File: config.mk
export PLATFORM = sky130hd
export DESIGN_NAME = hex_keypad_scanner
export DESIGN_NICKNAME = d
export VERILOG_FILES = /design/src/rtl/hex_keypad_scanner_pkg.sv /design/src/rtl/keypad_sync2.sv /design/src/rtl/hex_keypad_scanner.sv
export SDC_FILE = /design/constraint.sdc
export NUM_CORES = 1
export LEC_CHECK = 0
export CAP_MARGIN = 30
export CELL_PAD_IN_SITES_DETAIL_PLACEMENT = 1
export CELL_PAD_IN_SITES_GLOBAL_PLACEMENT = 1
export CORE_MARGIN = 1.5
export CORE_UTILIZATION = 48
export CTS_CLUSTER_SIZE = 24
export DETAILED_ROUTE_END_ITERATION = 7
export PLACE_DENSITY = 0.82
export SLEW_MARGIN = 20
export SYNTH_ARGS = -nofsm -noshare
export SYNTH_HDL_FRONTEND = slang
export SYNTH_SLANG_ARGS = --single-unit
File: constraint.sdc
create_clock -name clk -period 4.5 [get_ports clk]
set_clock_uncertainty 0.1 [all_clocks]
set_input_delay 0.9 -clock clk [delete_from_list [all_inputs] [get_ports clk]]
set_output_delay 0.9 -clock clk [all_outputs]
set_load 0.01 [all_outputs]
File: src/rtl/hex_keypad_scanner_pkg.sv
// hex_keypad_scanner_pkg: shared FSM states, key map and row reset constant for the keypad scanner
package hex_keypad_scanner_pkg;
  typedef enum logic [1:0] {SCAN, DEBOUNCE, PRESSED, RELEASE} state_t;
  localparam logic [3:0] ROW_RST = 4'b1110;
  // nibble {row_idx, col_idx} holds the code printed on that key
  localparam logic [63:0] KEY_MAP = 64'hDEF0_C987_B654_A321;
  function automatic logic [3:0] key_code(input logic [3:0] idx);
    return KEY_MAP[{idx, 2'b00} +: 4];
  endfunction
endpackage

File: src/rtl/keypad_sync2.sv
// keypad_sync2: 4-bit two-flop synchroniser for the active-low column inputs
module keypad_sync2 (
  input  logic       clk,
  input  logic       reset,
  input  logic [3:0] d,
  output logic [3:0] q
);
  logic [3:0] s1;
  always_ff @(posedge clk or negedge reset)
    if (!reset) {q, s1} <= '1;
    else {q, s1} <= {s1, d};
endmodule

File: src/rtl/hex_keypad_scanner.sv
// hex_keypad_scanner: 4x4 keypad scan, debounce and hex strobe; KEYPAD_ENTRY_EN adds the 4-digit entry register
module hex_keypad_scanner
  import hex_keypad_scanner_pkg::*;
#(
  parameter int SCAN_DIV     = 1000,
  parameter int DEBOUNCE_CNT = 4
) (
  input  logic        clk,
  input  logic        reset,
  output logic [3:0]  row,
  input  logic [3:0]  col,
  output logic [3:0]  key,
  output logic        key_valid,
  output logic        key_held
`ifdef KEYPAD_ENTRY_EN
  , output logic [15:0] entry
`endif
);
  localparam int TW = $clog2(SCAN_DIV);
  localparam int CW = $clog2(DEBOUNCE_CNT + 1);
  localparam logic ONE_SHOT = DEBOUNCE_CNT == 1;
  state_t state, state_n;
  logic [TW-1:0] tick;
  logic [CW-1:0] cnt, cnt_n, cnt_inc;
  logic [1:0] lc, lc_n, ci, ri;
  logic [3:0] col_s, row_n, row_nx, key_n;
  logic valid_n, held_n, sample, hit, done;
  keypad_sync2 u_sync (.clk(clk), .reset(reset), .d(col), .q(col_s));
  assign sample  = tick == TW'(SCAN_DIV - 1);
  assign hit     = ~&col_s;
  assign ci      = !col_s[0] ? 2'd0 : !col_s[1] ? 2'd1 : !col_s[2] ? 2'd2 : 2'd3;
  assign ri      = !row[0] ? 2'd0 : !row[1] ? 2'd1 : !row[2] ? 2'd2 : 2'd3;
  assign row_nx  = {row[2:0], row[3]};
  assign cnt_inc = cnt + 1'b1;
  assign done    = cnt_inc == CW'(DEBOUNCE_CNT);
  always_comb begin
    state_n = state;
    cnt_n   = cnt;
    lc_n    = lc;
    row_n   = row;
    key_n   = key;
    valid_n = 1'b0;
    held_n  = key_held;
    if (sample)
      case (state)
        SCAN:
          if (!hit) row_n = row_nx;
          else begin
            lc_n    = ci;
            cnt_n   = CW'(1);
            state_n = ONE_SHOT ? PRESSED : DEBOUNCE;
            key_n   = ONE_SHOT ? key_code({ri, ci}) : key;
            valid_n = ONE_SHOT;
            held_n  = ONE_SHOT;
          end
        DEBOUNCE:
          if (hit && ci == lc) begin
            cnt_n   = cnt_inc;
            state_n = done ? PRESSED : DEBOUNCE;
            key_n   = done ? key_code({ri, ci}) : key;
            valid_n = done;
            held_n  = done;
          end else begin
            state_n = SCAN;
            row_n   = row_nx;
          end
        PRESSED:
          if (!hit) begin
            cnt_n   = CW'(1);
            state_n = ONE_SHOT ? SCAN : RELEASE;
            held_n  = !ONE_SHOT;
            row_n   = ONE_SHOT ? row_nx : row;
          end
        RELEASE:
          if (hit) state_n = PRESSED;
          else begin
            cnt_n   = cnt_inc;
            state_n = done ? SCAN : RELEASE;
            held_n  = !done;
            row_n   = done ? row_nx : row;
          end
        default: state_n = SCAN;
      endcase
  end
  always_ff @(posedge clk or negedge reset)
    if (!reset) begin
      state     <= SCAN;
      tick      <= '0;
      cnt       <= '0;
      lc        <= '0;
      row       <= ROW_RST;
      key       <= 4'h0;
      key_valid <= 1'b0;
      key_held  <= 1'b0;
    end else begin
      state     <= state_n;
      tick      <= sample ? '0 : tick + 1'b1;
      cnt       <= cnt_n;
      lc        <= lc_n;
      row       <= row_n;
      key       <= key_n;
      key_valid <= valid_n;
      key_held  <= held_n;
    end
`ifdef KEYPAD_ENTRY_EN
  always_ff @(posedge clk or negedge reset)
    if (!reset) entry <= '0;
    else if (key_valid) entry <= {entry[11:0], key};
`endif
endmodule

==> results.json, run 1 <==
{
  "outcome": "finished, final reports clean",
  "finalCoreUtilization_pct": 58.9,
  "cellLeakagePower_uw": 0.000898,
  "htreeDepth": 2,
  "crit_type": "flip-flop to flip-flop",
  "p_int_uw": 423,
  "yosysWarningCount": 0,
  "tightest_slew_ns": 0.947,
  "grt.total_usage_pct": 20.5,
  "cts_resized": 0,
  "pwr-share-seq_pct": 60.5,
  "io_buffers": 15,
  "die_w_um": 62.8,
  "cts_root_buffer": "clkbuf_4",
  "clock_sinks": 35,
  "relSlewSlack_pct": 36.4,
  "clkPwrFrac_pct": 35.1,
  "cts_setup_buffers": 0,
  "rsz0062_at_grt": "false",
  "ys_ff_latch": 35,
  "ys_seq_area_share_pct": 51.7,
  "post-dp-hpwl_um": 2590,
  "totalWireLength_um": 3420,
  "io_pins": 16,
  "grt_remaining_overflow": 0,
  "grt_pass1_wl_um": 6180,
  "die_h_um": 62.8,
  "diodes": 0,
  "syn_inst": 152,
  "drive_gt1_share_pct": 24.0,
  "synthArstFlopShare_pct": 100,
  "slew_violations": 0,
  "post-route-period-util_pct": 58.8,
  "wire_per_inst_um": 15.5,
  "vias": 1195,
  "final_cell_area_um2": 2000,
  "p_sw_uw": 113,
  "seq_area_um2": 890,
  "clock_latency_ns": 0.33,
  "cts_buffers": 5,
  "cp.required_ns": 4.62,
  "syn_area_um2": 1720,
  "max-vdd-ir-drop_mv": 0.151,
  "drtAntennaViolNets": 0,
  "rrSetupSlack_ns": 1.86,
  "min_period_ns": 2.64,
  "dr.pass1.iters": 3,
  "crit_slowest_cell": "nor4_4",
  "cts_tree": "yes",
  "power_density_nw_per_um2": 268,
  "startpoint_type": "flip-flop",
  "finalSetupTns_ns": 0,
  "core_area_um2": 3390,
  "multi_input_area_um2": 791,
  "cp-end-kind": "flip-flop",
  "fillers": 361,
  "yosysUniqueCellTypes": 41,
  "start_util_pct": 50.7,
  "cp.arrival_ns": 2.76,
  "drtIter0Drc": 45,
  "area_growth_syn_to_layout_pct": 16.2,
  "worst_path_largest_cell_delay_ns": 0.84,
  "pwr-share-comb_pct": 4.4,
  "avgSynthCellArea_um2": 11.3,
  "rows": 21,
  "cts_buffer_depth": 2,
  "switching_share_pct": 21.1,
  "placed_area_um2": 1930,
  "setup-violations-final": 0,
  "cp_max_fo": 16,
  "grt_pass1_vias": 1380,
  "hold_viol": 0,
  "synth_fp_nets": 165,
  "dieArea_um2": 3950,
  "fmax_mhz": 378,
  "gp_congestion": 0.784,
  "synth_flop_cell": "dfrtp_1",
  "crit_chain": "ha_1 > nand2_1 > nor4_4 > nand3b_2 > nor2_2 > mux2_2",
  "maxCapViolCount": 0,
  "grt_max_degree": 27,
  "hold_path.class": "flip-flop to flip-flop",
  "clkTransAtPathRegs_ns": 0.09,
  "synth_edf_count": 0,
  "post-route-drc-count": 0,
  "antenna_found_initial": 0,
  "final_nets": 187,
  "vias_per_cell": 5.41,
  "holdBufCountCts": 0
}
layer usage:
layer	up-vias	global-route usage, %	wire length, um
li1	572	-	-
met1	602	22.2	1510
met2	17	37.1	1760
met3	4	5.59	91
met4	0	8.89	63
met5	-	0	0
worst paths after layout:
check | from | endpoint | cells past startpoint
hold reg to reg | u_sync.s1[3] | u_sync.q[3] | 0
min in group asynchronous | reset | tick[7] | 1
hold / removal | u_sync.s1[3] | u_sync.q[3] | 0
setup reg to reg | tick[0] | key_held | 6
setup / recovery | tick[0] | key_held | 6
max in group asynchronous | reset | u_sync.q[0] | 2
power groups by stage:
| stage | registers, uW | clock network (uW) | logic (uW) |
|---|---|---|---|
| 2_1_floorplan | 329 | 0 | 10.3 |
| 3_3_place_gp | 329 | 0 | 23.7 |
| 3_5_place_dp | 330 | 0 | 24.4 |
| 4_1_cts | 324 | 196 | 24.4 |
| 5_1_grt | 325 | 210 | 26.9 |
| 6_report | 324 | 188 | 23.7 |
Yosys cell counts, types with 3 or more instances:
library cell	n	share of area, %
a21oi_1	3	0.87
nand2_1	20	4.4
o21ai_0	11	3.2
dfstp_2	11	17
xor2_1	4	2.0
nand3_1	6	1.7
inv_1	8	1.7
nor2_1	9	2.0
ha_1	7	5.1
dfrtp_1	24	35
mux2_2	11	7.2
mux2i_1	3	1.7
state kept, by name (all words and copies together) (netlist names):
register,flops
key_held,1
lc,2
tick,10
u_sync.q,4
cnt,3
key_valid,1
key,4
row,4
u_sync.s1,4
state,2
cell families (layout without fill, tap and decap cells):
group                    count (synthesis)  in the layout  synth area share [%]
multiplexers                            14             14                  8.95
buffers and inverters                   10             33                  2.26
XOR/XNOR                                 6              6                  3.06
AND/OR/NAND/NOR                         56             56                  18.7
AO/OA/AOI/OAI                           24             24                  10.2
adder cells (fa/ha/maj)                  7              7                  5.09
flip-flops                              35             35                  51.7
per-stage QoR:
step                cells  total power [uW]  setup WS, ns  hold WS (ns)
global route          221               562          1.70         0.269
CTS                   221               544          1.89         0.263
finish                221               535          1.86         0.260
detailed placement    213               354          1.92         0.250
floorplan             152               339          2.42         0.245
global placement      213               353          2.00         0.246
critical path: cells and delay by family, from the launching register on:
kind / cells / cell delay (ns)
AND/OR/NAND/NOR: 4 / 1.42
adder cells (fa/ha/maj): 1 / 0.25
flip-flops: 1 / 0.41
multiplexers: 1 / 0.35
cell usage in the layout, fill, tap and decap left out, types with 2 or more instances in the layout:
master            n
clkbuf_4          5
mux2i_1           3
nor3_1            2
a21oi_1           3
ha_1              7
clkbuf_8          2
xor2_1            4
clkdlybuf4s50_1  14
nand3_1           6
nand4_1           2
dfrtp_1          24
dfstp_2          11
nand2b_1          2
o21ai_0          11
xnor2_1           2
mux2_2           11
nor2_1            9
nand2_1          20
nor2b_1           2
inv_1             8
o31ai_1           2
buf_4             2
cell type report:
type / count / area share, %
clock buffer: 8 / 3.45
inverter: 8 / 1.50
multi-input combinational: 107 / 39.6
sequential: 35 / 44.5
tap: 46 / 2.88
timing repair buffer: 17 / 8.02
Note: power is estimated with default switching activity, not from simulation.
==> inputs of run 2 (changes only) <==
--- a/config.mk
+++ b/config.mk
@@ -9,10 +9,10 @@
 export CELL_PAD_IN_SITES_DETAIL_PLACEMENT = 1
 export CELL_PAD_IN_SITES_GLOBAL_PLACEMENT = 1
 export CORE_MARGIN = 1.5
-export CORE_UTILIZATION = 48
+export CORE_UTILIZATION = 40
 export CTS_CLUSTER_SIZE = 24
 export DETAILED_ROUTE_END_ITERATION = 7
-export PLACE_DENSITY = 0.82
+export PLACE_DENSITY = 0.72
 export SLEW_MARGIN = 20
 export SYNTH_ARGS = -nofsm -noshare
 export SYNTH_HDL_FRONTEND = slang
==> constraint.sdc (replaced) <==
create_clock -name clk -period 2.4 [get_ports clk]
set_clock_uncertainty 0.1 [all_clocks]
set_input_delay 0.48 -clock clk [delete_from_list [all_inputs] [get_ports clk]]
set_output_delay 0.48 -clock clk [all_outputs]
set_load 0.01 [all_outputs]
==> results.json, run 2 (synthesis results as in run 1) <==
{
  "outcome": "finished, final reports clean",
  "dr.pass1.iters": 4,
  "power_density_nw_per_um2": 546,
  "clock_latency_ns": 0.29,
  "diodes": 0,
  "timing.hold.ws_ns": 0.257,
  "crit_type": "flip-flop to flip-flop",
  "cts_buffers": 5,
  "largest_reg_flops": 10,
  "met1Wirelength_um": 1430,
  "max-vdd-ir-drop_mv": 0.348,
  "hold_path.class": "flip-flop to flip-flop",
  "hold_viol": 0,
  "final_nets": 189,
  "setup_ws_ns": 0.207,
  "dr.max_layer_used": "met4",
  "power.total_uw": 1120,
  "totalWireLength_um": 3430,
  "cts_buffer_depth": 2,
  "io_buffers": 15,
  "cp.arrival_ns": 2.26,
  "crit_path_start": "tick[0]",
  "crit_end": "cnt[0]",
  "slew_violations": 0,
  "cts_resized": 0,
  "r2r-start": "tick[0]",
  "cellLeakagePower_uw": 0.000922,
  "dieArea_um2": 4700,
  "relSlewSlack_pct": 66.9,
  "fmax_mhz": 456,
  "grt.total_usage_pct": 17.7,
  "largest_register": "tick",
  "post-route-period-util_pct": 91.4,
  "cts_setup_buffers": 0,
  "clkTransAtPathRegs_ns": 0.07,
  "worstRegToRegCells": 6,
  "maxCapViolCount": 0,
  "die_w_um": 68.6,
  "vias_per_cell": 5.41,
  "drtAntennaViolNets": 0,
  "post-route-drc-count": 0,
  "grt_max_degree": 36,
  "setup-violations-final": 0,
  "core_area_um2": 4060,
  "cp.required_ns": 2.47,
  "cp-end-kind": "flip-flop",
  "wire_per_inst_um": 15.1,
  "layout_common_cells": "24 x dfrtp_1, 20 x nand2_1, 15 x clkdlybuf4s50_1",
  "rrSetupSlack_ns": 0.21,
  "grt_remaining_overflow": 0,
  "multi_input_area_um2": 791,
  "cts_tree": "yes",
  "holdBufCountCts": 0,
  "vias": 1228,
  "gp_congestion": 0.809,
  "start_util_pct": 42.4,
  "r2r_end": "cnt[0]",
  "io_pins": 16,
  "post-dp-hpwl_um": 2610,
  "rows": 23,
  "wl_met2_um": 1830,
  "area_growth_syn_to_layout_pct": 19.4,
  "finalSetupTns_ns": 0,
  "htreeDepth": 2,
  "antenna_found_initial": 0,
  "seq_area_um2": 890,
  "fillers": 444,
  "startpoint_type": "flip-flop",
  "grt_pass1_vias": 1340,
  "cts_root_buffer": "clkbuf_8",
  "cp_max_fo": 6,
  "grt_pass1_wl_um": 6080,
  "drive_gt1_share_pct": 24.3,
  "die_h_um": 68.6,
  "final_common_cell": "dfrtp_1",
  "rsz0062_at_grt": "false",
  "min_period_ns": 2.19,
  "pre_cts_ws_ns": 0.202,
  "tightest_slew_ns": 0.492,
  "drtIter0Drc": 44,
  "clock_sinks": 35,
  "wl_met3_um": 111
}
-- run 2: changes by cell type in the layout (fill, tap and decap cells not counted), sizes merged --
cell,before,now
buf,3,4
clkdlybuf4s50,14,15
-- run 2: power by group --
part / total, uW / switching [uW] / internal (uW)
sequential: 607 / 4.89 / 602
clock: 468 / 206 / 262
combinational: 46.1 / 26.8 / 19.4
-- run 2: metal layers --
layer,vias up,global-route usage (%)
li1,573,-
met1,629,19.1
met5,-,0
met2,19,32.9
met4,0,7.00
met3,7,3.90
-- run 2: worst min path at each step --
stage | from | end | depth (start not counted)
3_3_place_gp | u_sync.s1[0] | u_sync.q[0] | 0
6_report | u_sync.s1[0] | u_sync.q[0] | 0
4_1_cts | u_sync.s1[0] | u_sync.q[0] | 0
3_5_place_dp | u_sync.s1[0] | u_sync.q[0] | 0
5_1_grt | u_sync.s1[1] | u_sync.q[1] | 0
2_1_floorplan | reset | cnt[0] | 0
-- run 2: worst max-delay path: stages, from the launching register on --
cell      delay (ns)
dfrtp_1         0.39
ha_1            0.24
nand2_1         0.12
nor4_4          0.50
nand3b_2        0.22
nor2_2          0.16
mux2_2          0.34
-- run 2: metrics by stage --
step / util [%] / cells / cell area, um2
after CTS: 50.6 / 227 / 2050
after global placement: 48.1 / 219 / 1950
after floorplan: - / 152 / 1720
final: 50.6 / 227 / 2050
after global routing: 50.6 / 227 / 2050
after detailed placement: 48.1 / 219 / 1950
-- run 2: cell type report --
| cell class | count | share of cell area, % |
|---|---|---|
| Sequential cell | 35 | 43.3 |
| Multi-Input combinational cell | 107 | 38.5 |
| Timing Repair Buffer | 19 | 8.78 |
| Clock buffer | 8 | 4.88 |
| Tap cell | 50 | 3.05 |
| Inverter | 8 | 1.46 |
